$ cat src/rtl/conv_window_gen.sv
// Streaming 3x3 sliding-window generator: two line buffers plus a 3x3 shift array,
// emitting one registered window per accepted raster pixel once two rows/cols of history exist.
module conv_window_gen #(
    parameter int DATA_W = 16,
    parameter int IMG_W  = 28,
    parameter int IMG_H  = 28,
    parameter int CNT_W  = 8
) (
    input  logic              clk,
    input  logic              rst_n,
    input  logic              sof,
    input  logic [DATA_W-1:0] pix_in,
    input  logic              pix_valid,
    output logic [DATA_W-1:0] w0,
    output logic [DATA_W-1:0] w1,
    output logic [DATA_W-1:0] w2,
    output logic [DATA_W-1:0] w3,
    output logic [DATA_W-1:0] w4,
    output logic [DATA_W-1:0] w5,
    output logic [DATA_W-1:0] w6,
    output logic [DATA_W-1:0] w7,
    output logic [DATA_W-1:0] w8,
    output logic              win_valid,
    output logic [CNT_W-1:0]  win_row,
    output logic [CNT_W-1:0]  win_col,
    output logic              frame_done
);

    localparam int AW = (IMG_W > 1) ? $clog2(IMG_W) : 1;
    localparam logic [CNT_W-1:0] LAST_COL = CNT_W'(IMG_W - 1);
    localparam logic [CNT_W-1:0] LAST_ROW = CNT_W'(IMG_H - 1);
    localparam logic [CNT_W-1:0] TWO      = CNT_W'(2);

    logic [CNT_W-1:0]  row_reg, col_reg;
    logic [CNT_W-1:0]  row_next, col_next;
    logic [CNT_W-1:0]  cur_row, cur_col;
    logic [AW-1:0]     lb_addr;
    logic [DATA_W-1:0] lb0_rd, lb1_rd;
    logic              win_ok;
    logic              last_pix;

    logic [DATA_W-1:0] lb0_mem [IMG_W];
    logic [DATA_W-1:0] lb1_mem [IMG_W];
    logic [DATA_W-1:0] win_reg [9];
    logic [DATA_W-1:0] col_in  [3];

    logic              win_valid_reg, frame_done_reg;
    logic [CNT_W-1:0]  win_row_reg, win_col_reg;

    // sof forces the accepted pixel to (0,0), abandoning any partial frame
    always_comb begin
        cur_row  = sof ? '0 : row_reg;
        cur_col  = sof ? '0 : col_reg;
        row_next = cur_row;
        col_next = cur_col + 1'b1;
        if (cur_col == LAST_COL) begin
            col_next = '0;
            row_next = (cur_row == LAST_ROW) ? '0 : cur_row + 1'b1;
        end
    end

    assign win_ok   = (cur_row >= TWO) && (cur_col >= TWO);
    assign last_pix = (cur_row == LAST_ROW) && (cur_col == LAST_COL);

    always_ff @(posedge clk or negedge rst_n) begin
        if (!rst_n) begin
            row_reg <= '0;
            col_reg <= '0;
        end else if (pix_valid) begin
            row_reg <= row_next;
            col_reg <= col_next;
        end
    end

    // Line buffers: asynchronous read so the new window column sees pre-write contents
    assign lb_addr = cur_col[AW-1:0];
    assign lb0_rd  = lb0_mem[lb_addr];
    assign lb1_rd  = lb1_mem[lb_addr];

    always_ff @(posedge clk) begin
        if (pix_valid) begin
            lb1_mem[lb_addr] <= lb0_rd;
            lb0_mem[lb_addr] <= pix_in;
        end
    end

    assign col_in[0] = lb1_rd;
    assign col_in[1] = lb0_rd;
    assign col_in[2] = pix_in;

    always_ff @(posedge clk or negedge rst_n) begin
        if (!rst_n) begin
            for (int i = 0; i < 9; i++) begin
                win_reg[i] <= '0;
            end
        end else if (pix_valid) begin
            for (int i = 0; i < 3; i++) begin
                win_reg[3*i]     <= win_reg[3*i+1];
                win_reg[3*i + 1] <= win_reg[3*i+2];
                win_reg[3*i + 2] <= col_in[i];
            end
        end
    end

    always_ff @(posedge clk or negedge rst_n) begin
        if (!rst_n) begin
            win_valid_reg  <= 1'b0;
            frame_done_reg <= 1'b0;
            win_row_reg    <= '0;
            win_col_reg    <= '0;
        end else begin
            win_valid_reg  <= pix_valid && win_ok;
            frame_done_reg <= pix_valid && last_pix;
            if (pix_valid && win_ok) begin
                win_row_reg <= cur_row - TWO;
                win_col_reg <= cur_col - TWO;
            end
        end
    end

    assign w0         = win_reg[0];
    assign w1         = win_reg[1];
    assign w2         = win_reg[2];
    assign w3         = win_reg[3];
    assign w4         = win_reg[4];
    assign w5         = win_reg[5];
    assign w6         = win_reg[6];
    assign w7         = win_reg[7];
    assign w8         = win_reg[8];
    assign win_valid  = win_valid_reg;
    assign win_row    = win_row_reg;
    assign win_col    = win_col_reg;
    assign frame_done = frame_done_reg;

endmodule

$ cat config.mk
export PLATFORM = sky130hd
export DESIGN_NAME = conv_window_gen
export DESIGN_NICKNAME = d
export VERILOG_FILES = /design/src/rtl/conv_window_gen.sv
export SDC_FILE = /design/constraint.sdc
export NUM_CORES = 1
export LEC_CHECK = 0
export BUFFER_PORTS_ARGS = -buffer_cell sky130_fd_sc_hd__buf_2
export CORE_UTILIZATION = 34
export DETAILED_ROUTE_END_ITERATION = 8
export GPL_TIMING_DRIVEN = 0
export PLACE_DENSITY = 0.58
export SETUP_SLACK_MARGIN = 0.02
export SLEW_MARGIN = 20
export SYNTH_ARGS = -nofsm -noshare
export SYNTH_HDL_FRONTEND = slang
export SYNTH_SLANG_ARGS = --single-unit
$ cat constraint.sdc
create_clock -name clk -period 12.5 [get_ports clk]
set_input_delay 0 -clock clk [delete_from_list [all_inputs] [get_ports clk]]
set_output_delay 0 -clock clk [all_outputs]
set_load 0.005 [all_outputs]
==> out/metrics.csv <==
metric,value,unit
Most Frequent Cell on Critical Path,buf_2,
Lkg Pwr,17.2,nW
vias in the first global route,24900,
Die W,355,um
routed vias,26000,
Pre-antenna DRT Iters,6,
VDD IR max,0.000109,V
GRT overflow,0,
status,finished clean,
die area,126000,sq um
power density over cell area,172,nW/um^2
clk sinks,1074,
crit-path max FO,12,
RSZ-0062 raised after global routing,false,
Starting Density,34.3,%
"Data arrival, critical path",5.05,ns
Post-synth ARST share,16.6,%
initial antenna violation count,4,
final max-slew violation count,0,
Fin Setup TNS,0,ns
Worst-path clk slew,0.07,ns
Final GP Congestion,0.894,
Worst-Margin Slew,1.14,ns
post-synthesis register bit count,1074,
slew margin rel.,23.1,%
synthesized area,42400,sq um
WL/cell,26.3,um
"Clk Latency, worst-skew pair",0.68,ns
worst r2r path cells,12,
H-tree depth,3,
hold crit path type,in2reg,
Period minus WS final,4.69,ns
Top Ports,182,
wire length of the first global-routing pass,179000,um
cell taking the most area after synthesis,edfxtp_1,
Critical R2R Launch,col_reg[1],
Nets,3079,
CP Data Required Time,12.87,ns
hold path start,sof,
CP max stage delay,0.72,ns
largest net degree at the start of global routing,86,
Overall Global Routing Usage,19.6,%
num rows,129,
YS warnings,0,
Largest regs,"lb0_mem x448, lb1_mem x448",
Post-CTS Resized,0,
Clk Tree Root Cell,clkbuf_16,
core area,124000,sq um
clock skew,0.0350,ns
Antenna diodes,0,
TritonCTS clock tree,yes,
clock tree buffer depth,3,
final-report hold violation count,0,
CP endpoint kind,flop,
Synth area leaders,"edfxtp_1 (64%), dfrtp_1 (11%), mux2i_1 (4.9%)",
"EDFF count, synth",896,
cts bufs inserted,102,
Post-synth top flop,edfxtp_1,
residual DRC count,0,
"Setup Fix Bufs, Post-CTS",0,
worst path cell trace,buf_2 -> nand2b_1 -> buf_2 -> buf_2 -> buf_2 -> clkbuf_1 -> ha_1 -> inv_1 -> nor4_2 -> buf_2 -> buf_2 -> buf_2,
Synth top area share,63.5,%
WHS Endpoint,lb0_mem[19][11],
area delta synth->final,18.0,%
Hold Slack,0.0797,ns
ANT nets after route,0,
fin crit share,37.5,%
synth unique cells,67,
Die Y,355,um
Synth Net Count,2684,
post-DR vias/cell,5.45,
Final setup viols,0,
register area share after synthesis,74.0,%
fmax,213,MHz
Mapped Cells,2654,
Hold Crit Depth,4,
drt first-iter violations,3153,
Setup CP Type,reg2reg,
Routed Wire Length,126000,um
Worst R2R End,lb1_mem[1][7],
DP HPWL,86300,um
port bufs,180,
Pwr Total,8.62,mW
Slowest cell on crit path,clkbuf_1,
Startpoint Class,flop,
share of cells above drive strength 1,24.9,%
post-layout util,40.4,%
Syn Area/Cell,16.0,sq um
Max Cap Violations,0,
Reg2Reg Setup Slack,7.81,ns
[through the flow]
stage          setup slack, ns  cells  cell area (sq um)
2_1_floorplan             7.09   2654              42400
3_3_place_gp              1.84   4471              45300
3_5_place_dp              7.96   4562              46500
4_1_cts                   7.92   4772              50000
5_1_grt                   7.77   4772              50000
6_report                  7.81   4772              50000
[repair_timing]
action,in CTS,in global routing
endpoints found under the setup margin,0,0
endpoints found under the hold margin,634,0
hold buffers,20,0
[synthesized netlist by cell type, types with 20 or more instances]
| cell type | count |
|---|---|
| a221oi_1 | 30 |
| edfxtp_1 | 896 |
| mux2_2 | 181 |
| nand3_1 | 25 |
| dfrtp_1 | 178 |
| o22ai_1 | 23 |
| nor4_1 | 20 |
| buf_2 | 51 |
| a211oi_1 | 63 |
| a31oi_1 | 35 |
| a21oi_1 | 173 |
| o221ai_1 | 61 |
| a21oi_2 | 27 |
| mux2i_1 | 206 |
| o21ai_0 | 107 |
| nor2_1 | 62 |
| nand2_1 | 204 |
| clkbuf_1 | 96 |
[cell families (layout without fill, tap and decap cells)]
kind of cell / count (synthesis) / in the layout / share of synthesized area, %
AO/OA/AOI/OAI: 590 / 590 / 9.41
flip-flops: 1074 / 1074 / 74.0
multiplexers: 389 / 389 / 9.78
buffers and inverters: 204 / 685 / 2.29
XOR/XNOR: 7 / 7 / 0.145
adder cells (fa/ha/maj): 10 / 10 / 0.295
AND/OR/NAND/NOR: 380 / 380 / 4.07
[metal layers]
metal / global-route usage, % / up-vias / share of wire [%]
li1: - / 11200 / -
met1: 26.8 / 13500 / 42
met2: 32.0 / 1096 / 48
met3: 2.45 / 198 / 6.7
met4: 6.85 / 2 / 3.2
met5: 0 / - / 0.010
[where the power goes]
group          leakage (nW)  total [mW]  switching, mW  internal, mW
Sequential             10.1        4.34          0.133          4.21
Combinational          5.48        1.22          0.823         0.393
Clock                  1.61        3.06           1.33          1.73
Total                  17.2        8.62           2.29          6.33
[how the worst max path moves through the flow]
stage / start / endpoint
final: col_reg[1] / lb1_mem[1][7]
after CTS: col_reg[1] / lb1_mem[1][7]
after global routing: col_reg[1] / lb1_mem[1][7]
after floorplan: col_reg[1] / lb0_mem[0][0]
after global placement: col_reg[1] / lb1_mem[1][1]
after detailed placement: col_reg[1] / lb1_mem[1][7]
[layout by cell type (no fill, tap or decap), drive strengths merged, types with 3 or more instances in the layout]
| master | count |
|---|---|
| dfrtp | 178 |
| o221ai | 61 |
| mux2i | 206 |
| clkinv | 49 |
| o22a | 16 |
| o41ai | 31 |
| o21ai | 108 |
| or3b | 3 |
| dlygate4sd3 | 20 |
| nand2 | 204 |
| nor2b | 19 |
| edfxtp | 896 |
| nor3 | 18 |
| bufinv | 9 |
| nand3 | 25 |
| o31ai | 5 |
| mux2 | 181 |
| a31oi | 35 |
| a21oi | 200 |
| nor4 | 22 |
| a211oi | 63 |
| clkbuf | 226 |
| buf | 358 |
| or2 | 3 |
| or3 | 5 |
| nor2 | 62 |
| inv | 21 |
| xnor2 | 7 |
| a221oi | 30 |
| o22ai | 23 |
| nand2b | 6 |
| ha | 10 |
[critical path, delay by kind of cell, from the launching register on]
family,cells,cell delay (ns)
adders and majority gates,1,0.32
and+or+nand+nor,2,0.70
DFF,1,0.40
buffers and inverters,9,2.91
[final cells by class]
type / instances / area [sq um]
Timing Repair Buffer: 291 / 2030
Tap cell: 1637 / 2050
Fill cell: 11300 / 73700
Sequential cell: 1074 / 31400
Clock inverter: 60 / 537
Buffer: 183 / 891
Multi-Input combinational cell: 1376 / 10300
Inverter: 21 / 78.8
Clock buffer: 130 / 2730
No activity file was read; power rests on OpenSTA's default activity.
